[src/rtl/snake_step_ctrl.sv]
// snake_step_ctrl
// ---------------
// Game-step scheduler and snake-body controller.
//
// Every FRAMES_PER_STEP frame_start pulses the controller runs one
// movement step:
//   1. CALC: latch the direction and build the head candidate.
//   2. Bounds and wall test on the candidate.
//   3. CHECK: self-collision test, one segment per cycle.
//   4. COMMIT: shift the body, apply growth and score.
//
// Ports
//   clk, rst            clock, synchronous active-high reset
//   frame_start         one-cycle strobe per video frame
//   start               level; starts/restarts a game from IDLE/LOSE/WIN
//   btn_dir[3:0]        {up,down,left,right}, one-hot, other codes ignored
//   applepos_x/y        apple cell top-left corner
//   wallpos_x/y         wall cell top-left corner
//   snakepos_x/y        packed body, segment i at [i*COORD_W +: COORD_W],
//                       segment 0 is the head
//   length, points      active segments, apples eaten this game
//   apple_eaten         high for the single COMMIT cycle of a growing step
//   lose, win           sticky game result, cleared by start
//   busy                high in CHECK and COMMIT
//   dbg_state           current FSM state encoding
//
// Interface timing: there is no valid/ready handshake. Strobes and levels
// are sampled on every rising edge, and outputs change only on rising edges.
//
// Build option: define SNAKE_WRAP_EN to make the head wrap to the opposite
// edge instead of losing when it leaves the playfield.

module snake_step_ctrl #(
    parameter int MAX_SEG         = 23,
    parameter int COORD_W         = 11,
    parameter int SEG_SIZE        = 32,
    parameter int SCREEN_WIDTH    = 1440,
    parameter int SCREEN_HEIGHT   = 900,
    parameter int FRAMES_PER_STEP = 8,
    parameter int START_LEN       = 3,
    parameter int WIN_LEN         = 23
) (
    input  logic                       clk,
    input  logic                       rst,
    input  logic                       frame_start,
    input  logic                       start,
    input  logic [3:0]                 btn_dir,
    input  logic [COORD_W-1:0]         applepos_x,
    input  logic [COORD_W-1:0]         applepos_y,
    input  logic [COORD_W-1:0]         wallpos_x,
    input  logic [COORD_W-1:0]         wallpos_y,
    output logic [MAX_SEG*COORD_W-1:0] snakepos_x,
    output logic [MAX_SEG*COORD_W-1:0] snakepos_y,
    output logic [5:0]                 length,
    output logic [5:0]                 points,
    output logic                       apple_eaten,
    output logic                       lose,
    output logic                       win,
    output logic                       busy,
    output logic [2:0]                 dbg_state
);

    typedef enum logic [2:0] {
        S_IDLE   = 3'd0,
        S_RUN    = 3'd1,
        S_CALC   = 3'd2,
        S_CHECK  = 3'd3,
        S_COMMIT = 3'd4,
        S_LOSE   = 3'd5,
        S_WIN    = 3'd6
    } state_t;

    localparam int FCW = (FRAMES_PER_STEP > 1) ? $clog2(FRAMES_PER_STEP) : 1;
    localparam int IW  = (MAX_SEG > 1) ? $clog2(MAX_SEG) : 1;

    localparam logic [FCW-1:0]   FC_LAST = FCW'(FRAMES_PER_STEP - 1);
    localparam logic [COORD_W:0] SEG_W   = (COORD_W+1)'(SEG_SIZE);
    localparam logic [COORD_W:0] X_MAX   = (COORD_W+1)'(SCREEN_WIDTH - SEG_SIZE);
    localparam logic [COORD_W:0] Y_MAX   = (COORD_W+1)'(SCREEN_HEIGHT - SEG_SIZE);
    localparam logic [3:0]       DIR_RIGHT = 4'b0001;

    state_t               state, state_nxt;
    logic [COORD_W-1:0]   seg_x [MAX_SEG];
    logic [COORD_W-1:0]   seg_y [MAX_SEG];
    logic [5:0]           len_q, pts_q, len_nxt;
    logic [3:0]           dir_q, pend_q, dir_opp, dir_sel;
    logic [FCW-1:0]       fcnt;
    logic [COORD_W-1:0]   cand_x, cand_y;
    logic                 grow_q;
    logic [IW-1:0]        idx_q;

    logic                 btn_valid, game_start;
    logic [COORD_W:0]     nx_w, ny_w;
    logic                 under_x, under_y, over_x, over_y;
    logic [COORD_W-1:0]   cx, cy;
    logic                 oob, hit_wall, grow_c;
    logic [5:0]           chk_last;
    logic                 no_chk, seg_hit;

    assign btn_valid  = (btn_dir != 4'b0) && ((btn_dir & (btn_dir - 4'd1)) == 4'b0);
    assign game_start = start && (state == S_IDLE || state == S_LOSE || state == S_WIN);

    // A reversal straight into the neck is discarded; keep moving as before.
    assign dir_opp = {dir_q[2], dir_q[3], dir_q[0], dir_q[1]};
    assign dir_sel = (pend_q == dir_opp) ? dir_q : pend_q;

    // Candidate head computed one bit wider so both underflow and overflow
    // are visible before truncation.
    always_comb begin
        nx_w    = {1'b0, seg_x[0]};
        ny_w    = {1'b0, seg_y[0]};
        under_x = 1'b0;
        under_y = 1'b0;
        if (dir_sel[0]) begin
            nx_w = {1'b0, seg_x[0]} + SEG_W;
        end else if (dir_sel[1]) begin
            under_x = ({1'b0, seg_x[0]} < SEG_W);
            nx_w    = {1'b0, seg_x[0]} - SEG_W;
        end else if (dir_sel[2]) begin
            ny_w = {1'b0, seg_y[0]} + SEG_W;
        end else if (dir_sel[3]) begin
            under_y = ({1'b0, seg_y[0]} < SEG_W);
            ny_w    = {1'b0, seg_y[0]} - SEG_W;
        end
    end

    assign over_x = !under_x && (nx_w > X_MAX);
    assign over_y = !under_y && (ny_w > Y_MAX);

`ifdef SNAKE_WRAP_EN
    assign cx  = under_x ? X_MAX[COORD_W-1:0] : (over_x ? '0 : nx_w[COORD_W-1:0]);
    assign cy  = under_y ? Y_MAX[COORD_W-1:0] : (over_y ? '0 : ny_w[COORD_W-1:0]);
    assign oob = 1'b0;
`else
    assign cx  = nx_w[COORD_W-1:0];
    assign cy  = ny_w[COORD_W-1:0];
    assign oob = under_x | under_y | over_x | over_y;
`endif

    assign hit_wall = (cx == wallpos_x) && (cy == wallpos_y);
    assign grow_c   = (cx == applepos_x) && (cy == applepos_y);

    // On a non-growing step the tail moves away, so it is not a collision.
    assign chk_last = grow_q ? (len_q - 6'd1) : (len_q - 6'd2);
    assign no_chk   = !grow_q && (len_q == 6'd1);
    assign seg_hit  = (seg_x[idx_q] == cand_x) && (seg_y[idx_q] == cand_y);
    assign len_nxt  = (grow_q && (len_q < 6'(MAX_SEG))) ? (len_q + 6'd1) : len_q;

    always_ff @(posedge clk) begin
        if (rst) state <= S_IDLE;
        else     state <= state_nxt;
    end

    always_comb begin
        state_nxt = state;
        case (state)
            S_IDLE:   if (start) state_nxt = S_RUN;
            S_RUN:    if (frame_start && (fcnt == FC_LAST)) state_nxt = S_CALC;
            S_CALC:   state_nxt = (oob || hit_wall) ? S_LOSE : S_CHECK;
            S_CHECK: begin
                if (no_chk)                         state_nxt = S_COMMIT;
                else if (seg_hit)                   state_nxt = S_LOSE;
                else if (6'(idx_q) == chk_last)     state_nxt = S_COMMIT;
            end
            S_COMMIT: state_nxt = (len_nxt == 6'(WIN_LEN)) ? S_WIN : S_RUN;
            S_LOSE:   if (start) state_nxt = S_RUN;
            S_WIN:    if (start) state_nxt = S_RUN;
            default:  state_nxt = S_IDLE;
        endcase
    end

    // Pending direction follows the buttons in every state; last valid wins.
    always_ff @(posedge clk) begin
        if (rst)            pend_q <= DIR_RIGHT;
        else if (btn_valid) pend_q <= btn_dir;
        else if (game_start) pend_q <= DIR_RIGHT;
    end

    always_ff @(posedge clk) begin
        if (rst || game_start) begin
            for (int i = 0; i < MAX_SEG; i++) begin
                seg_x[i] <= (i < START_LEN) ? COORD_W'(640 - i * SEG_SIZE) : '0;
                seg_y[i] <= (i < START_LEN) ? COORD_W'(448) : '0;
            end
            len_q  <= 6'(START_LEN);
            pts_q  <= 6'd0;
            dir_q  <= DIR_RIGHT;
            fcnt   <= '0;
            cand_x <= '0;
            cand_y <= '0;
            grow_q <= 1'b0;
            idx_q  <= '0;
        end else begin
            case (state)
                S_RUN: begin
                    if (frame_start) fcnt <= (fcnt == FC_LAST) ? '0 : fcnt + 1'b1;
                end
                S_CALC: begin
                    dir_q  <= dir_sel;
                    cand_x <= cx;
                    cand_y <= cy;
                    grow_q <= grow_c;
                    idx_q  <= '0;
                end
                S_CHECK: idx_q <= idx_q + 1'b1;
                S_COMMIT: begin
                    for (int i = MAX_SEG - 1; i > 0; i--) begin
                        seg_x[i] <= seg_x[i-1];
                        seg_y[i] <= seg_y[i-1];
                    end
                    seg_x[0] <= cand_x;
                    seg_y[0] <= cand_y;
                    len_q    <= len_nxt;
                    if (grow_q && (pts_q != 6'd63)) pts_q <= pts_q + 6'd1;
                end
                default: ;
            endcase
        end
    end

    for (genvar g = 0; g < MAX_SEG; g++) begin : g_pack
        assign snakepos_x[g*COORD_W +: COORD_W] = seg_x[g];
        assign snakepos_y[g*COORD_W +: COORD_W] = seg_y[g];
    end

    assign length      = len_q;
    assign points      = pts_q;
    assign apple_eaten = (state == S_COMMIT) && grow_q;
    assign lose        = (state == S_LOSE);
    assign win         = (state == S_WIN);
    assign busy        = (state == S_CHECK) || (state == S_COMMIT);
    assign dbg_state   = state;

endmodule

[config.mk]
export PLATFORM = sky130hd
export DESIGN_NAME = snake_step_ctrl
export DESIGN_NICKNAME = d
export VERILOG_FILES = /design/src/rtl/snake_step_ctrl.sv
export SDC_FILE = /design/constraint.sdc
export NUM_CORES = 1
export LEC_CHECK = 0
export BUFFER_PORTS_ARGS = -buffer_cell sky130_fd_sc_hd__buf_4
export CORE_ASPECT_RATIO = 1.25
export CORE_MARGIN = 2
export CORE_UTILIZATION = 55
export CTS_CLUSTER_DIAMETER = 120
export DETAILED_ROUTE_END_ITERATION = 8
export PLACE_DENSITY = 0.91
export SYNTH_ARGS = -nofsm -noshare
export SYNTH_HDL_FRONTEND = slang
export SYNTH_SLANG_ARGS = --single-unit
[constraint.sdc]
create_clock -name clk -period 16.2 [get_ports clk]
set_input_delay 1.62 -clock clk [delete_from_list [all_inputs] [get_ports clk]]
set_output_delay 1.62 -clock clk [all_outputs]
set_load 0.01 [all_outputs]
**Word-level counts from Yosys, hierarchy flattened**

Memories as Yosys holds them, arrays and structs flattened. A register that Yosys moved wholly into a read port is not among the register bits.
Index checks and enable logic that the tools add are counted.

- Flip-flop bits (word level): 54
- Bits in writable memories: 506
- Bits of input ports: 52
- Word-level logic and storage cells: 210
- Memories: 2

Memory list:

| memory | depth | bits a word | read ports | clocked after memory_dff | write ports | line | RTL |
|---|---|---|---|---|---|---|---|
| seg_x | 23 | 11 | 24 | 1 | 23 | 83 | `logic [COORD_W-1:0] seg_x [MAX_SEG];` |
| seg_y | 23 | 11 | 24 | 1 | 23 | 84 | `logic [COORD_W-1:0] seg_y [MAX_SEG];` |

- $add $sub $neg: 11
- Order comparisons: 5
- Eq/ne operators: 21
- Mux-type cells: 82
- Bitwise operators: 50
- Reduce and logical (&&, ||, !) cells: 29

Operator list:

| kind | count |
|---|---|
| 11-bit 2-to-1 mux | 46 |
| 12-bit 2-to-1 mux | 6 |
| 11-bit == test | 6 |
| 1-bit OR | 49 |
| 11-bit by 6-bit adder with 12-bit output, second input constant | 2 |
| 3-bit 2-to-1 mux | 8 |
| 11-bit by 6-bit subtractor with 12-bit output, second input constant | 2 |
| 11-bit by 6-bit less-than comparator with 1-bit output, second input constant | 2 |
| 5-bit 2-to-1 mux | 4 |
| 3-bit one-hot mux with 5 select lines | 1 |
| 6-bit by 1-bit adder with 6-bit output, second input constant | 2 |
| 3-bit == test, second input constant | 4 |
| 12-bit by 10-bit > comparator with 1-bit output, second input constant | 1 |
| 12-bit by 11-bit > comparator with 1-bit output, second input constant | 1 |
| 1-bit logical AND | 12 |
| 4-bit 2-to-1 mux | 3 |
| 6-bit 2-to-1 mux | 2 |
| 1-bit 2-to-1 mux | 11 |
| 5-bit one-hot mux with 2 select lines | 1 |
| 3-bit by 2-bit == test with 1-bit output, second input constant | 2 |
| 5-bit by 6-bit == test with 1-bit output | 1 |
| 6-bit by 1-bit == test with 1-bit output, second input constant | 1 |
| 6-bit by 5-bit == test with 1-bit output, second input constant | 1 |
| 6-bit by 5-bit less-than comparator with 1-bit output, second input constant | 1 |
| other kinds (21) | 29 |

**Longest topological paths before layout**

Gate-level depths: netlist (run 1).

- Depth in word-level cells: 12
- Mapped depth: 14
- Mapped depth without buffers: 12

**Worst setup path before layout (run 1)**

Ideal clock, no wire load.

- Path type: in2reg
- Start point: input rst
- End point: memory seg_x[0][0] (enable)
- Arrival: 10.316 ns
- Data required time: 12.585 ns
- Slack: 2.270 ns
- Cell stages on the path: 3
- Cell sequence: clkbuf_1 > nor2b_1 > nand2_1

RTL lines:

| item | line | RTL |
|---|---|---|
| from (decl) | 44 | `input logic rst,` |
| to (decl) | 83 |  |

==> results_dict.tcl, run 1 <==
set metrics [dict create \
    layout_worst_path_cycle_share_pct 32.17 \
    switching_share_pct 33.17 \
    worst_ep_arrival_time_ns 5.70 \
    maximum_level_of_the_cts_h_tree 2 \
    end_kind "flop" \
    cpMaxStageDelayCell "buf_4" \
    cts_setup_buffers 0 \
    detailedRoute.firstPassIterationCount 7 \
    finalPower_mw 4.885 \
    worstPathCellList "buf_4 > buf_4 > mux4_2 > nor2b_1 > a2111oi_0 > a21oi_1 > mux2i_1 > nand2_1 > or4_1 > or3_1 > a211oi_1 > a2111oi_0" \
    synth_enable_flop_cells 506 \
    clkLatencyLatePin_ns 0.63 \
    viasPerCell 6.236 \
    design.die.area_mm2 0.05136 \
    proportion_of_power_drawn_by_flip_flops_and_latches_pct 48.2 \
    layout_setup_ws_ns 10.99 \
    rsz0062_at_grt "no" \
    wl_um 90480 \
    syn-mean-instance-area_um2 12.88 \
    first_global_vias 19470 \
    cell_with_the_most_instances_after_synthesis "edfxtp_1" \
    setup_viol_count_final 0 \
    synthesis.area_mm2 0.02725 \
    netSwitchingPower_mw 1.621 \
    synth_area_leaders "edfxtp_1 56%, and2_1 11%, mux4_2 6.4%" \
    yosys-top-cells-count "506 x edfxtp_1, 493 x and2_1, 132 x nand2_1" \
    syn_inst 2116 \
    clock_power_share_pct 25.8 \
    final_antenna_net_count 0 \
    initial_utilization_pct 55.41 \
    pwr-share-comb_pct 26.0 \
    fmax_mhz 191.9 \
    vias 20660 \
    pin_count_of_the_biggest_net_entering_global_routing 347 \
    grt_first_pass_wirelength_um 129400 \
    cts_made_buffers 54 \
    worst_path_largest_cell_delay_ns 0.71 \
    cellLeakagePower_nw 13.27 \
    yosys_warnings 0 \
    die_w_um 203.1 \
    globalRouteOverflowTotal 0 \
    holdWs_ns 0.5040 \
    route.detailed.drc 0 \
    timing.critical_path.fanout_max 52 \
    antenna_cells 0 \
    io_pins 577 \
    ir_drop_v 0.0001304 \
    area_growth_pct 23.55 \
    die_y_um 252.9 \
    buffer_ports.inserted 576 \
    dominant_synthesized_flop_cell "edfxtp_1" \
    synthDistinctLibCells 62 \
    cts.path.max_buffers 3 \
    drt-initial-drc-count 2524 \
    timing.max_cap.violations 0 \
    final_hold_viol_count 0 \
    finalWeightedCongestion 0.9524 \
    drv_slew 0 \
    run_status "finished, final reports clean" \
    timing.critical_path.required_ns 16.68 \
    critPathBufInv 2 \
    clock-root-buffer "clkbuf_16" \
    synth_top_area_share_pct 55.75 \
    post-dp-hpwl_um 64380 \
    asyncSetResetFlopFracSynth_pct 0 \
    post_cts_hold_buffer_count 0 \
    synth_seq_area_share_pct 60.08 \
    design.core.area_mm2 0.04919 \
    cts_sinks 565 \
    yosysTopAreaCell "edfxtp_1" \
    timing.setup.critical_path_class "flop to flop" \
    cts.clk_slew.worst_paths_ns 0.06 \
    route.detailed.wl_per_inst_um 27.31 \
    nNetsFinal 2687 \
    grt_use_total_pct 34.25 \
    syn-num-nets 2182 \
    rows 91 \
    fin_setup_tns_ns 0 \
    dpl_worst_slack_ns 10.75 \
    power_density_mw_per_mm2 145.1 \
    critical_path_startpoint_category "flop" \
    worst_pin_slew_ns 1.275 \
    synth_seq_cells 565 \
    post_cts.resized_instances 0 \
    finClkSkew_ns 0.02185 \
    min_path_type "flop to flop" \
    clock_tree_from_tritoncts "built" \
    tightest_slew_margin_relative_to_the_limit_pct 15.03 \
    path_delay_family "buffers and inverters" \
    drive_gt1_share_pct 29.75 \
    postLayoutCoreUtil_pct 68.46 \
    internal_power_mw 3.265 \
    grt_antenna_before_repair 1 \
    finalCriticalPeriod_ns 5.211 \
]
cells by family (layout without fill, tap and decap cells):
logic type | Yosys count | in the layout | share of synthesized area [%]
AO/OA/AOI/OAI | 239 | 239 | 5.771
XOR/XNOR | 94 | 94 | 3.021
adder cells (fa/ha/maj) | 14 | 14 | 0.6427
buffers and inverters | 169 | 715 | 2.709
flip-flops | 565 | 565 | 60.08
multiplexers | 168 | 168 | 9.774
AND/OR/NAND/NOR | 867 | 867 | 18.00
tightest hold or removal path: cells and delay by family (launching register included):
family,cells,cell delay (ns)
simple gates,1,0.06
compound gates,1,0.05
flops,1,0.34
path summary, 6_finish.rpt:
path | end | slack [ns] | cells past startpoint | start
max reg2reg | dbg_state[1] | 10.99 | 12 | flop
min | cand_y[7] | 0.50 | 2 | cand_y[7]
max | dbg_state[1] | 10.99 | 12 | flop
min reg2reg | cand_y[7] | 0.50 | 2 | cand_y[7]
stage by stage:
step | cell area (um2) | cells
after global routing | 33670 | 3313
final | 33670 | 3313
after global placement | 31940 | 3216
after CTS | 33670 | 3313
after detailed placement | 31940 | 3216
after floorplan | 27250 | 2116
routing by layer:
metal	up-vias	share of wire, %	global-route usage, %
met2	1483	47	54.81
met5	-	0	0
met1	10200	36	44.07
met3	279	11	7.902
li1	8702	-	-
met4	0	6.2	17.31
power groups by stage:
stage               Combinational (mW)  Sequential, mW  Clock, mW
finish                            1.27            2.35       1.26
CTS                               1.26            2.34       1.27
floorplan                        0.447            2.53          0
global placement                  1.24            2.34          0
detailed placement                1.26            2.36          0
global route                      1.33            2.38       1.32
registers in the layout, summed over array words and instances, names as in the netlist, 5 cells and up, named ones only:
register,cells
points,6
length,6
cand_x,11
seg_y,253
seg_x,253
idx_q,5
cand_y,11
cell usage in the layout (no fill, tap or decap), types with 5 or more instances in the layout:
cell type and n:
a211oi_1 20, nand2b_1 26, o211ai_1 10, xor2_1 42, a221oi_1 10, a22oi_1 11, nor3_1 17, nor2_1 72
edfxtp_1 506, clkinv_1 7, inv_1 17, mux2i_1 76, nor3b_1 7, dfxtp_1 54, ha_1 14, a21oi_1 60
nand4_1 17, nor2b_1 23, nand2_1 131, or4_1 11, o21ai_0 48, bufinv_16 5, buf_4 598, or3_1 8
mux2_2 15, nand3_1 21, clkinv_2 12, and3_1 8, mux4_2 77, clkbuf_16 54, nor4_1 13, xnor2_1 52
or2_2 6, a31oi_1 9, and2_1 493, clkbuf_1 11, o22ai_1 16, a2111oi_0 8
area by class of cell:
type	count	area [um2]
Fill cell	3318	15510
Inverter	19	71.32
Clock buffer	69	1448
Multi-Input combinational cell	1382	10160
Sequential cell	565	16390
Clock inverter	28	280.3
Tap cell	651	814.5
Timing Repair Buffer	599	4509
Note: power is estimated with default switching activity, not from simulation.
==> run 2: changes to the inputs <==
==> constraint.sdc (replaced) <==
create_clock -name clk -period 4.8 [get_ports clk]
set_input_delay 0.48 -clock clk [delete_from_list [all_inputs] [get_ports clk]]
set_output_delay 0.48 -clock clk [all_outputs]
set_load 0.01 [all_outputs]
==> run 2 against run 1 <==
Effect of this change: design area is 0.59% higher; via count is 0.28% higher; critical endpoint unchanged; highest routed layer unchanged; die area did not move.
==> results_dict.tcl, run 2 (same netlist as run 1, synthesis figures left out) <==
set metrics [dict create \
    rows 91 \
    clock_tree_from_tritoncts "built" \
    critical_path_startpoint_category "flop" \
    power_density_mw_per_mm2 486.8 \
    timing.critical_path.required_ns 5.28 \
    layout_setup_ws_ns 0.3711 \
    cts_sinks 565 \
    post-dp-hpwl_um 66100 \
    viasPerCell 6.222 \
    commonest_cells_after_routing_fill_and_taps_aside "611 x buf_4, 506 x edfxtp_1, 493 x and2_1" \
    route.detailed.drc 0 \
    fmax_mhz 225.8 \
    cts_setup_buffers 0 \
    post_cts.resized_instances 0 \
    setup_viol_count_final 0 \
    global_route.usage.met2_pct 55.96 \
    clock-root-buffer "clkbuf_16" \
    cts.clk_slew.worst_paths_ns 0.06 \
    drt-initial-drc-count 2641 \
    final_hold_viol_count 0 \
    initial_utilization_pct 55.41 \
    design.die.area_mm2 0.05136 \
    cts.path.max_buffers 3 \
    global_route.peak_usage_layer "met2" \
    register_area_mm2 0.01639 \
    grt_antenna_before_repair 1 \
    worst_ep_arrival_time_ns 4.91 \
    vias 20720 \
    timing.max_cap.violations 0 \
    footprint_of_the_multi_input_gates_mm2 0.01017 \
    die_w_um 203.1 \
    cpMaxStageDelayCell "dfxtp_4" \
    design.core.area_mm2 0.04919 \
    area_growth_pct 24.28 \
    nNetsFinal 2707 \
    wl_um 91360 \
    layout.cells.most_common "buf_4" \
    finalCriticalPeriod_ns 4.429 \
    finalWeightedCongestion 0.9672 \
    route.detailed.wl_per_inst_um 27.44 \
    layout.filler_cells 3368 \
    ir_drop_v 0.0004151 \
    gr-usage-met3_pct 7.079 \
    worst_pin_slew_ns 1.305 \
    min_path_type "input pin to flop" \
    run_status "finished, final reports clean" \
    first_global_vias 19730 \
    grt_use_total_pct 34.69 \
    layout_worst_path_cycle_share_pct 92.27 \
    end_kind "flop" \
    drive_gt1_share_pct 30.10 \
    clkLatencyLatePin_ns 0.60 \
    reg.largest.list "seg_x (253), seg_y (253)" \
    dpl_worst_slack_ns 0.3960 \
    globalRouteOverflowTotal 0 \
    pin_count_of_the_biggest_net_entering_global_routing 257 \
    detailedRoute.firstPassIterationCount 6 \
    fin_setup_tns_ns 0 \
    tightest_slew_margin_relative_to_the_limit_pct 11.90 \
    maximum_level_of_the_cts_h_tree 2 \
    worst_path_largest_cell_delay_ns 0.82 \
    post_cts_hold_buffer_count 0 \
    worstPathCellList "mux4_2 > nor2_1 > nor2_1 > a221oi_1 > xnor2_1 > or4_1 > or4_1 > or3_1 > a211oi_1 > a2111oi_0" \
    cts_made_buffers 53 \
    buffer_ports.inserted 576 \
    drv_slew 0 \
    grt_first_pass_wirelength_um 131200 \
    timing.setup.critical_path_class "flop to flop" \
    die_y_um 252.9 \
    path_delay_family "simple AND/OR/NAND/NOR gates" \
    timing.critical_path.fanout_max 36 \
    cellLeakagePower_nw 13.36 \
    finClkSkew_ns 0.01987 \
    rsz0062_at_grt "no" \
    final_antenna_net_count 0 \
    grt.met1_usage_pct 44.41 \
    io_pins 577 \
    critPathBufInv 0 \
]
## run 2: cell types whose count changed in the layout (fill, tap and decap cells not counted), moves of 2 or more
cell,before,now
buf_12,1,9
buf_4,598,611
clkbuf_1,11,9
clkbuf_8,4,0
clkinv_1,7,10
clkinv_2,12,9
## run 2: through the flow
stage          hold WS [ns]  utilization, %  area, um2  total power [mW]  instances
2_1_floorplan        0.4406               -      27270             9.509       2116
3_3_place_gp         0.4456           65.48      32210             12.16       3237
3_5_place_dp         0.4673           65.48      32210             12.29       3237
4_1_cts              0.1019           68.86      33870             16.43       3329
5_1_grt              0.1155           68.86      33870             16.96       3329
6_report             0.1279           68.86      33870             16.49       3330
## run 2: final timing paths
check        startpoint           end  slack [ns]  cells after the start
min reg2reg     fcnt[2]       fcnt[2]        0.48                      2
max                flop  dbg_state[1]        0.37                     10
min          btn_dir[0]     pend_q[0]        0.13                      2
max reg2reg        flop  dbg_state[1]        0.37                     10
## run 2: layer usage
layer / vias to the layer above / part of all wire, %
li1: 8730 / -
met1: 10150 / 35
met2: 1537 / 48
met3: 299 / 11
met4: 0 / 6.5
met5: - / 0
## run 2: final cells by class
class / count / share of cell area, %
clock buffers: 62 / 4.015
clock inverters: 30 / 0.8866
diodes: 1 / 0.007388
flip-flops and latches: 565 / 48.39
inverters: 19 / 0.2106
multi-input cells: 1382 / 30.01
repair buffers: 620 / 14.07
well taps: 651 / 2.405
## run 2: power by group
| part | internal, mW | switching [mW] | total (mW) | leakage [nW] |
|---|---|---|---|---|
| Clock | 2.34 | 1.84 | 4.18 | 0.808 |
| Sequential | 6.75 | 1.22 | 7.97 | 5.90 |
| Combinational | 1.90 | 2.43 | 4.34 | 6.65 |
